[config.mk]
export PLATFORM = sky130hd
export DESIGN_NAME = motor_sequencer
export DESIGN_NICKNAME = d
export VERILOG_FILES = /design/src/rtl/motor_seq_pkg.sv /design/src/rtl/tick_prescaler.sv /design/src/rtl/motor_sequencer.sv
export SDC_FILE = /design/constraint.sdc
export NUM_CORES = 1
export LEC_CHECK = 0
export ABC_AREA = 1
export CAP_MARGIN = 20
export CORE_MARGIN = 2
export CORE_UTILIZATION = 45
export DETAILED_ROUTE_END_ITERATION = 10
export GPL_TIMING_DRIVEN = 0
export HOLD_SLACK_MARGIN = 0.06
export PLACE_DENSITY = 0.69
export SLEW_MARGIN = 20
export SYNTH_ARGS = -nofsm -noshare
export SYNTH_HDL_FRONTEND = slang
export SYNTH_SLANG_ARGS = --single-unit
[constraint.sdc]
create_clock -name clk -period 1.47 [get_ports clk]
set_input_delay 0.2205 -clock clk [delete_from_list [all_inputs] [get_ports clk]]
set_output_delay 0.2205 -clock clk [all_outputs]
set_load 0.02 [all_outputs]
[src/rtl/motor_seq_pkg.sv]
// rtl/motor_seq_pkg.sv - state encoding and channel search helper shared by motor_sequencer
package motor_seq_pkg;

  localparam logic [2:0] ST_IDLE  = 3'd0;
  localparam logic [2:0] ST_ARMED = 3'd1;
  localparam logic [2:0] ST_RUN   = 3'd2;
  localparam logic [2:0] ST_GAP   = 3'd3;
  localparam logic [2:0] ST_DONE  = 3'd4;

  typedef enum logic [2:0] {
    S_IDLE  = ST_IDLE,
    S_ARMED = ST_ARMED,
    S_RUN   = ST_RUN,
    S_GAP   = ST_GAP,
    S_DONE  = ST_DONE
  } state_t;

  // Returns {found, index} of the lowest set mask bit at or above 'from'.
  function automatic logic [3:0] next_nonzero(input logic [7:0] mask, input logic [3:0] from);
    logic [3:0] r;
    r = 4'd0;
    for (int i = 7; i >= 0; i--) begin
      if (mask[i] && (4'(i) >= from)) r = {1'b1, 3'(i)};
    end
    return r;
  endfunction

endpackage

[src/rtl/tick_prescaler.sv]
// rtl/tick_prescaler.sv - divides clk down to a 1-cycle tick every TICK_DIV cycles
module tick_prescaler #(
  parameter int TICK_DIV = 4
) (
  input  logic clk,
  input  logic reset,
  input  logic restart,
  output logic tick
);
  localparam int W = $clog2(TICK_DIV);

  logic [W-1:0] cnt_q;

  assign tick = (cnt_q == W'(TICK_DIV - 1)) && !restart;

  always_ff @(posedge clk) begin
    if (reset || restart || tick) cnt_q <= '0;
    else                          cnt_q <= cnt_q + 1'b1;
  end
endmodule

[src/rtl/motor_sequencer.sv]
// rtl/motor_sequencer.sv - N-channel dose sequencer driving one motor per channel
// Build option PARALLEL_MODE_EN: run all nonzero channels together on the shared tick.
import motor_seq_pkg::*;

module motor_sequencer #(
  parameter int N_CH      = 3,
  parameter int CNT_W     = 4,
  parameter int TICK_DIV  = 40_000_000,
  parameter int GAP_TICKS = 1
) (
  input  logic                  clk,
  input  logic                  reset,
  input  logic                  load,
  input  logic [N_CH*CNT_W-1:0] counts,
  input  logic                  enter,
  input  logic                  abort,
  output logic [N_CH-1:0]       motor,
  output logic                  busy,
  output logic                  done,
  output logic [2:0]            state,
  output logic [2:0]            ch_idx,
  output logic [CNT_W-1:0]      remaining
);
  state_t                state_q, state_d;
  logic [N_CH*CNT_W-1:0] cnt_q, cnt_d;
  logic [2:0]            ch_q, ch_d;
  logic                  enter_q, enter_rise, tick, restart;
  logic [CNT_W-1:0]      ch_cnt [8];
  logic [7:0]            nz_mask;

`ifdef PARALLEL_MODE_EN
  logic [CNT_W-1:0] rem_q [8];
  logic [CNT_W-1:0] rem_d [8];
  logic             more;
`else
  localparam int GAP_W = $clog2(GAP_TICKS + 2);
  logic [CNT_W-1:0] rem_q, rem_d;
  logic [GAP_W-1:0] gap_q, gap_d;
  logic [3:0]       first, nxt;
`endif

  // Pad to 8 channels so a 3-bit channel index always selects a defined entry.
  for (genvar g = 0; g < 8; g++) begin : g_ch
    if (g < N_CH) begin : g_used
      assign ch_cnt[g] = cnt_q[g*CNT_W +: CNT_W];
    end else begin : g_pad
      assign ch_cnt[g] = '0;
    end
    assign nz_mask[g] = |ch_cnt[g];
  end

  assign enter_rise = enter && !enter_q;

  tick_prescaler #(.TICK_DIV(TICK_DIV)) u_presc (
    .clk     (clk),
    .reset   (reset),
    .restart (restart),
    .tick    (tick)
  );

  always_ff @(posedge clk) begin
    if (reset) begin
      state_q <= S_IDLE;
      cnt_q   <= '0;
      ch_q    <= '0;
      enter_q <= 1'b0;
`ifdef PARALLEL_MODE_EN
      rem_q   <= '{default: '0};
`else
      rem_q   <= '0;
      gap_q   <= '0;
`endif
    end else begin
      state_q <= state_d;
      cnt_q   <= cnt_d;
      ch_q    <= ch_d;
      enter_q <= enter;
      rem_q   <= rem_d;
`ifndef PARALLEL_MODE_EN
      gap_q   <= gap_d;
`endif
    end
  end

  always_comb begin
    state_d = state_q;
    cnt_d   = cnt_q;
    ch_d    = ch_q;
    rem_d   = rem_q;
    restart = 1'b1;
`ifdef PARALLEL_MODE_EN
    more = 1'b0;
    for (int i = 0; i < 8; i++) if (rem_q[i] > CNT_W'(1)) more = 1'b1;
`else
    gap_d = gap_q;
    first = next_nonzero(nz_mask, 4'd0);
    nxt   = next_nonzero(nz_mask, {1'b0, ch_q} + 4'd1);
`endif
    unique case (state_q)
      S_IDLE, S_ARMED: begin
        if (load) begin
          cnt_d   = counts;
          state_d = (|counts) ? S_ARMED : S_IDLE;
        end else if (state_q == S_ARMED && enter_rise) begin
`ifdef PARALLEL_MODE_EN
          state_d = S_RUN;
          for (int i = 0; i < 8; i++) rem_d[i] = ch_cnt[i];
`else
          if (first[3]) begin
            state_d = S_RUN;
            ch_d    = first[2:0];
            rem_d   = ch_cnt[first[2:0]];
          end
`endif
        end
      end
      S_RUN: begin
        restart = 1'b0;
        if (tick) begin
`ifdef PARALLEL_MODE_EN
          for (int i = 0; i < 8; i++) if (rem_q[i] != '0) rem_d[i] = rem_q[i] - 1'b1;
          if (!more) state_d = S_DONE;
`else
          if (rem_q > CNT_W'(1)) begin
            rem_d = rem_q - 1'b1;
          end else begin
            rem_d = '0;
            if (!nxt[3]) begin
              state_d = S_DONE;
            end else if (GAP_TICKS > 0) begin
              state_d = S_GAP;
              ch_d    = nxt[2:0];
              gap_d   = GAP_W'(GAP_TICKS);
            end else begin
              ch_d  = nxt[2:0];
              rem_d = ch_cnt[nxt[2:0]];
            end
          end
`endif
        end
      end
      S_GAP: begin
        restart = 1'b0;
`ifndef PARALLEL_MODE_EN
        if (tick) begin
          if (gap_q > GAP_W'(1)) begin
            gap_d = gap_q - 1'b1;
          end else begin
            gap_d   = '0;
            state_d = S_RUN;
            rem_d   = ch_cnt[ch_q];
          end
        end
`endif
      end
      S_DONE: begin
        state_d = S_IDLE;
        cnt_d   = '0;
        ch_d    = '0;
      end
      default: state_d = S_IDLE;
    endcase
    if (abort) begin
      state_d = S_IDLE;
      cnt_d   = '0;
      ch_d    = '0;
`ifdef PARALLEL_MODE_EN
      for (int i = 0; i < 8; i++) rem_d[i] = '0;
`else
      rem_d = '0;
      gap_d = '0;
`endif
    end
  end

  always_comb begin
    motor = '0;
    if (state_q == S_RUN) begin
      for (int i = 0; i < N_CH; i++) begin
`ifdef PARALLEL_MODE_EN
        motor[i] = (rem_q[i] != '0);
`else
        motor[i] = (ch_q == 3'(i));
`endif
      end
    end
  end

  assign busy   = (state_q == S_RUN) || (state_q == S_GAP);
  assign done   = (state_q == S_DONE);
  assign state  = state_q;
  assign ch_idx = ch_q;
`ifdef PARALLEL_MODE_EN
  assign remaining = rem_q[0];
`else
  assign remaining = rem_q;
`endif
endmodule

==> results of run 1 <==
## worst paths after layout
kind | end | from | slack [ns]
min reg2reg | cnt_q[1] | cnt_q[1] | 0.49
min | enter_q | enter | 0.45
max | u_presc.cnt_q[21] | u_presc.cnt_q[0] | -0.18
max reg2reg | u_presc.cnt_q[21] | u_presc.cnt_q[0] | -0.18
## synth_stat cells (all sizes together)
cell    count
nand2     111
nor2       87
inv        67
dfxtp      50
nand3      36
a21oi      27
o21ai      24
nor3       19
nand4      14
xor2        9
buf         7
nor4        4
o211ai      4
ha          3
or2         3
nor3b       2
o22ai       2
a31oi       1
and3        1
conb        1
nand3b      1
xnor2       1
## power groups by stage
stage	Combinational [mW]	Clock [mW]	Sequential, mW
after global routing	0.599	0.893	1.41
after global placement	0.420	0	1.44
final	0.546	0.829	1.41
after CTS	0.484	0.846	1.41
after detailed placement	0.423	0	1.44
after floorplan	0.276	0	1.44
## through the flow
stage / hold WS, ns / utilization, % / setup slack, ns
floorplan: 0.293 / - / -0.0458
global placement: 0.427 / 54.3 / -0.476
detailed placement: 0.432 / 54.3 / -0.490
CTS: 0.449 / 61.8 / -0.160
global route: 0.478 / 67.6 / -0.319
finish: 0.450 / 67.6 / -0.185
## metal layers
layer | part of all wire (%) | global-route usage, % | wire, um
met1 | 48 | 35.4 | 4370
met2 | 44 | 35.2 | 3990
met3 | 6.7 | 2.95 | 608
met4 | 1.4 | 4.40 | 126
met5 | 0 | 0 | 0
## sequential cells by signal, indices dropped and copies added, names as in the netlist
register	count
remaining	4
ch_idx	2
cnt_q	12
u_presc.cnt_q	26
state	3
enter_q	1
gap_q	2
## layout make-up
type	instances	area (um2)
well taps	77	96.3
plain buffers	7	65.1
flip-flops and latches	50	1040
clock buffers	7	86.3
fillers	558	2100
multi-input cells	350	2140
inverters	67	275
repair buffers	68	658
## critical path: cells and delay by family, from the launching register on
kind	cells	cell delay, ns
fa+ha+maj	1	0.16
buf+inv	4	0.29
flops	1	0.38
simple gates	7	0.73
## cell families (layout without fill, tap and decap cells)
logic type / count (synthesis) / count (layout) / synth area share (%)
AOI/OAI and AO/OA: 58 / 58 / 9.98
other: 1 / 1 / 0.123
xor gates and xnor gates: 10 / 10 / 2.88
and+or+nand+nor: 278 / 278 / 42.9
adders and majority gates: 3 / 3 / 1.23
buffers and inverters: 74 / 149 / 10.1
DFF: 50 / 50 / 32.9
## repair_timing
item                       CTS  global route
pin swaps                   15            28
setup endpoints to repair   61            53
resized for setup           82            96
cloned                       2             0
buffers inserted            23            17
==> results.yml, run 1 <==
sta:
  final-setup-viol-count: 40
  min_period_over_period_pct: 113
  fmax_mhz: 604
  min_period_ns: 1.65
  hold_viol_final: 0
  worst_slack_ns: -0.185
  fin_tns_setup_ns: -5.26
  final_max_slew_viol_count: 0
  rsz0062_at_grt: "true"
  clock_skew_ns: 0.00875
floorplanning:
  start_util_pct: 47.2
  die_w_um: 86.3
  row_count: 29
  dieArea_um2: 7440
  io_pins: 32
  core_area_um2: 6460
  fp.dieH_um: 86.3
worst_hold_path:
  min_path_type: "in -> reg"
  worstHoldPathCells: 3
clocking:
  numCtsBuffers: 5
  cts_tree: "done"
  worstSkewPairLatency_ns: 0.30
  cts.sinks: 50
  hold_buffers: 0
  path_clk_slew_ns: 0.09
  cts.htree.levels: 2
  cts.path.max_buffers: 2
  cts-root-buf: "clkbuf_8"
global_routing:
  grt_pass1_wl_mm: 13.9
  gr-total-overflow: 0
  grt_start_max_net_pins: 15
  antenna_found_initial: 0
  grtUsageTotal_pct: 23.2
  grt_pass1_vias: 2917
logic_synthesis:
  synth_cells: 474
  seq_area_frac_synth_pct: 32.9
  yosys.area.top_type_share_pct: 32.9
  syn-cell-area_um2: 3050
  synthTopCellsByArea: "dfxtp_1 (33%), nand2_1 (13%), nor2_1 (9.9%)"
  synth_seq_cells: 50
  synth_top_area_cell: "dfxtp_1"
  netlist-cell-type-count: 37
  synth_nets: 494
  ys_warn_count: 0
  avgSynthCellArea_um2: 6.42
status:
  status: "complete, but fails checks"
  violations: "negative setup slack"
detailed_routing:
  wirelength_mm: 9.09
  wl_per_cell_um: 14.5
  drc_errors: 0
  firstDrtPassIters: 5
  ant_nets: 0
  drt_iter0_markers: 311
  via_per_inst: 5.38
  dr_total_vias: 3365
final_layout:
  n_antenna_cell: 0
  final_common_cell: "nand2_1"
  nets: 569
  drive_gt1_share_pct: 35.3
  stdcell_area_um2: 4360
  syn2layout_area_growth_pct: 43.3
  final_cell_mix: "nand2_1 (90), nor2_1 (54), inv_1 (50)"
  fin_cells: 626
critical_path:
  end_kind: "flop"
  worstPathCellList: "ha_4, nand2_4, inv_4, nand3_4, nor2_4, nand3_2, nand2_4, inv_4, nand2_8, buf_12, inv_6, and3_4"
  path_class: "reg -> reg"
  worstPathArrival_ns: 1.86
  cp-start-kind: "flop"
  worstPathMaxFanout: 3
  slowest_delay_ns: 0.38
  r2r_cells: 12
  cp.required_ns: 1.68
  slowest_stage: "dfxtp_2"
power_and_ir_drop:
  ir_worst_vdd_mv: 0.524
  netSwitchingFraction_pct: 28.7
  power_mw: 2.78
  power.density_nw_per_um2: 638
  seqPwrFrac_pct: 50.6
  combPwrFrac_pct: 19.6
  power.internal_mw: 1.98
  cellLeakagePower_nw: 1.81
  p_sw_mw: 0.800
  pwr-share-clk_pct: 29.8
job:
  max_cap_viol_count: 0
place:
  dpl_cell_area_um2: 3510
  dp_hpwl_mm: 6.07
  dp.cells: 581
  io_buffers: 30
  gp_congestion: 0.919
(Power assumes the default switching activity.)
==> inputs of run 2 (changes only) <==
SETUP_SLACK_MARGIN = 0.02   (was not set)
==> results.yml, run 2 (same netlist as run 1, synthesis figures left out) <==
status:
  status: "complete, but fails checks"
  violations: "negative setup slack"
clocking:
  cts.htree.levels: 2
  cts.sinks: 50
  numCtsBuffers: 5
  cts-root-buf: "clkbuf_8"
  cts_tree: "done"
  cts.path.max_buffers: 2
  path_clk_slew_ns: 0.10
  worstSkewPairLatency_ns: 0.32
  hold_buffers: 0
global_routing:
  antenna_found_initial: 0
  gr-total-overflow: 0
  grt_start_max_net_pins: 17
  grt_pass1_vias: 3067
  grtUsageTotal_pct: 24.2
  grt_pass1_wl_mm: 14.5
final_layout:
  largest_register_ffs: 26
  fin_cells: 636
  drive_gt1_share_pct: 37.7
  n_antenna_cell: 0
  n_fill_cell: 501
  fin_util_pct: 70.4
  syn2layout_area_growth_pct: 49.3
  seq_area_um2: 1040
  multi_input_area_um2: 2210
  final_cell_mix: "nand2_1 (87), nor2_1 (55), inv_1 (50)"
  top_register: "u_presc.cnt_q"
  final_common_cell: "nand2_1"
  stdcell_area_um2: 4550
  nets: 578
floorplanning:
  fp.dieH_um: 86.3
  row_count: 29
  io_pins: 32
  core_area_um2: 6460
  dieArea_um2: 7440
  start_util_pct: 47.2
  die_w_um: 86.3
sta:
  final_max_slew_viol_count: 0
  final-setup-viol-count: 40
  clock_skew_ns: 0.0115
  rsz0062_at_grt: "true"
  min_period_over_period_pct: 119
  min_period_ns: 1.74
  fin_tns_setup_ns: -5.40
  hold_viol_final: 0
  worst_slack_ns: -0.273
  fmax_mhz: 574
critical_path:
  slowest_stage: "dfxtp_4"
  cp-start-kind: "flop"
  startpoint: "u_presc.cnt_q[17]"
  cp.required_ns: 1.73
  end_kind: "flop"
  worstPathMaxFanout: 5
  slowest_delay_ns: 0.40
  r2r-start: "u_presc.cnt_q[17]"
  worstPathCellList: "clkinvlp_4, buf_4, nor3_4, nand4_1, nor2_2, nand2_1, or2_0, a21oi_2"
  path_class: "reg -> reg"
  worstPathArrival_ns: 2.00
detailed_routing:
  via_per_inst: 5.74
  wl_per_cell_um: 16.7
  drt_iter0_markers: 423
  ant_nets: 0
  wirelength_mm: 10.6
  firstDrtPassIters: 6
  drc_errors: 0
  dr_total_vias: 3648
job:
  max_cap_viol_count: 0
worst_hold_path:
  min_path_type: "in -> reg"
  hold_start: "enter"
place:
  gp_congestion: 0.932
  dp_hpwl_mm: 6.07
  dp.cells: 581
  io_buffers: 30
  dpl_cell_area_um2: 3510
power_and_ir_drop:
  ir_worst_vdd_mv: 0.492
  power_mw: 3.00
  cellLeakagePower_nw: 1.84
  power.density_nw_per_um2: 660
-- run 2: stage by stage --
| step | setup WS [ns] | hold WS (ns) |
|---|---|---|
| after floorplan | -0.0458 | 0.293 |
| after global placement | -0.473 | 0.424 |
| after detailed placement | -0.498 | 0.427 |
| after CTS | -0.130 | 0.434 |
| after global routing | -0.323 | 0.479 |
| final | -0.273 | 0.435 |
-- run 2: per-layer routing --
layer  up-vias  wire [um]  track usage [%]
met2       218       4680             36.7
met5         -          0                0
met3        60       1020             3.90
met1      1671       4470             36.0
met4         0        431             5.82
li1       1699          -                -
-- run 2: worst paths after layout --
| check | endpoint | slack (ns) | depth (start not counted) |
|---|---|---|---|
| max reg2reg | u_presc.cnt_q[25] | -0.27 | 8 |
| max | u_presc.cnt_q[25] | -0.27 | 8 |
| min reg2reg | gap_q[0] | 0.49 | 2 |
| min | enter_q | 0.43 | 3 |
-- run 2: power by group --
part           leakage [nW]  internal, mW  switching (mW)
logic                  1.36         0.237           0.340
clock network        0.0585         0.511           0.506
registers             0.418          1.37          0.0313
-- run 2: final cells by class --
| type | instances | share of cell area (%) |
|---|---|---|
| buffer | 5 | 0.771 |
| clock buffer | 5 | 1.51 |
| clock inverter | 3 | 0.963 |
| inverter | 67 | 6.36 |
| multi-input combinational | 350 | 48.6 |
| sequential | 50 | 23.0 |
| tap | 77 | 2.12 |
| timing repair buffer | 79 | 16.7 |
-- run 2: worst max-delay path, delay by kind of cell (launching register included) --
family / cells / cell delay (ns)
compound gates: 1 / 0.12
buf+inv: 2 / 0.27
simple gates: 5 / 0.89
flops: 1 / 0.40
-- run 2: timing repair --
action | 4_1_cts | 5_1_grt
setup buffers | 32 | 18
setup endpoints to repair | 61 | 52
gates resized for setup | 127 | 86
endpoints found under the hold margin | 0 | 0
pin swaps | 25 | 34
cloned | 2 | 0
==> inputs of run 3 (changes only) <==
CORE_ASPECT_RATIO = 0.6   (was not set)
==> results.yml, run 3 (same netlist as run 1, synthesis figures left out) <==
status:
  status: "complete, but fails checks"
  violations: "negative setup slack"
global_routing:
  grt_pass1_vias: 2959
  antenna_found_initial: 0
  gr-total-overflow: 0
  grt_pass1_wl_mm: 15.0
  grtUsageTotal_pct: 27.0
  grt_start_max_net_pins: 16
final_layout:
  stdcell_area_um2: 4490
  final_cell_mix: "nand2_1 (92), inv_1 (52), nor2_1 (52)"
  top_register: "u_presc.cnt_q"
  n_fill_cell: 494
  drive_gt1_share_pct: 35.2
  final_common_cell: "nand2_1"
  n_antenna_cell: 0
  syn2layout_area_growth_pct: 47.3
  largest_register_ffs: 26
  nets: 573
  fin_cells: 641
critical_path:
  worstPathArrival_ns: 1.86
  cp.required_ns: 1.70
  worstPathMaxFanout: 8
  end_kind: "flop"
  path_class: "reg -> reg"
  cp-start-kind: "flop"
floorplanning:
  core_area_um2: 6620
  start_util_pct: 46.0
  fp.dieH_um: 67.7
  dieArea_um2: 7460
  die_w_um: 110
  row_count: 23
  io_pins: 32
detailed_routing:
  dr_total_vias: 3547
  wl_per_cell_um: 16.5
  wirelength_mm: 10.6
  firstDrtPassIters: 7
  ant_nets: 0
  via_per_inst: 5.53
  drc_errors: 0
  drt_iter0_markers: 423
place:
  dp.cells: 591
  io_buffers: 30
  dpl_cell_area_um2: 3520
  dp_hpwl_mm: 7.01
  gp_congestion: 1.04
sta:
  min_period_ns: 1.63
  rsz0062_at_grt: "true"
  final-setup-viol-count: 37
  fmax_mhz: 614
  hold_viol_final: 0
  worst_slack_ns: -0.160
  min_period_over_period_pct: 111
  clock_skew_ns: 0.0109
  final_max_slew_viol_count: 0
worst_hold_path:
  min_path_type: "in -> reg"
clocking:
  worstSkewPairLatency_ns: 0.30
  numCtsBuffers: 5
  cts_tree: "done"
  cts-root-buf: "clkbuf_16"
  cts.htree.levels: 2
  cts.path.max_buffers: 2
  hold_buffers: 0
  cts.sinks: 50
  path_clk_slew_ns: 0.07
power_and_ir_drop:
  cellLeakagePower_nw: 1.81
  ir_worst_vdd_mv: 0.618
  power.density_nw_per_um2: 718
job:
  max_cap_viol_count: 0
==> run 3: stage by stage <==
step           setup TNS [ns]  hold slack (ns)  total power, mW  util [%]  setup WS, ns
6_report                -4.06            0.238             3.22      67.8        -0.160
3_3_place_gp           -16.56            0.427             1.87      53.2        -0.544
4_1_cts                 -3.43            0.443             3.12      62.3        -0.153
2_1_floorplan          -0.902            0.293             1.72         -       -0.0458
3_5_place_dp           -16.98            0.430             1.87      53.2        -0.575
5_1_grt                 -6.99            0.255             3.33      67.8        -0.247
==> run 3: report_power, final <==
group / total, mW / switching (mW) / internal [mW]
clock: 1.22 / 0.541 / 0.676
sequential: 1.40 / 0.0312 / 1.37
combinational: 0.601 / 0.354 / 0.247
total: 3.22 / 0.926 / 2.30
==> run 3: worst paths after layout <==
| path | start | to | slack [ns] | cells past startpoint |
|---|---|---|---|---|
| hold / removal | reset | enter_q | 0.24 | 2 |
| setup reg to reg | u_presc.cnt_q[1] | remaining[3] | -0.16 | 12 |
| setup / recovery | u_presc.cnt_q[1] | remaining[3] | -0.16 | 12 |
| hold reg to reg | gap_q[1] | gap_q[1] | 0.45 | 2 |
==> run 3: worst max-delay path: stages (launching register included) <==
cell and delay (ns):
dfxtp_4 0.37, ha_4 0.15, nand2_4 0.07, inv_4 0.07, nand3_4 0.09, nor2_4 0.12
nand3_2 0.09, nand2_4 0.10, buf_6 0.12, nand3b_4 0.13, nand2_1 0.10, nand2_1 0.05
nor2_1 0.09
==> run 3: cell type report <==
type                       count  area (um2)  area share [%]
sequential                    50        1050            23.3
timing repair buffer          72         671            15.0
inverter                      67         279            6.22
clock inverter                 2        12.5           0.279
multi-input combinational    350        2160            48.1
buffer                         7        73.8            1.65
tap                           87         109            2.43
clock buffer                   6         139            3.10
==> run 3: layer usage <==
metal	vias up	wire, um	GRT usage, %
li1	1687	-	-
met1	1644	4950	41.3
met2	193	4100	33.7
met3	23	1400	11.5
met4	0	142	6.25
met5	-	0	0
==> run 3: repair_timing <==
item / in CTS / in global routing
cloned: 1 / 1
buffers inserted: 24 / 17
pin swaps: 23 / 18
gates resized for setup: 113 / 72
endpoints found under the setup margin: 63 / 52
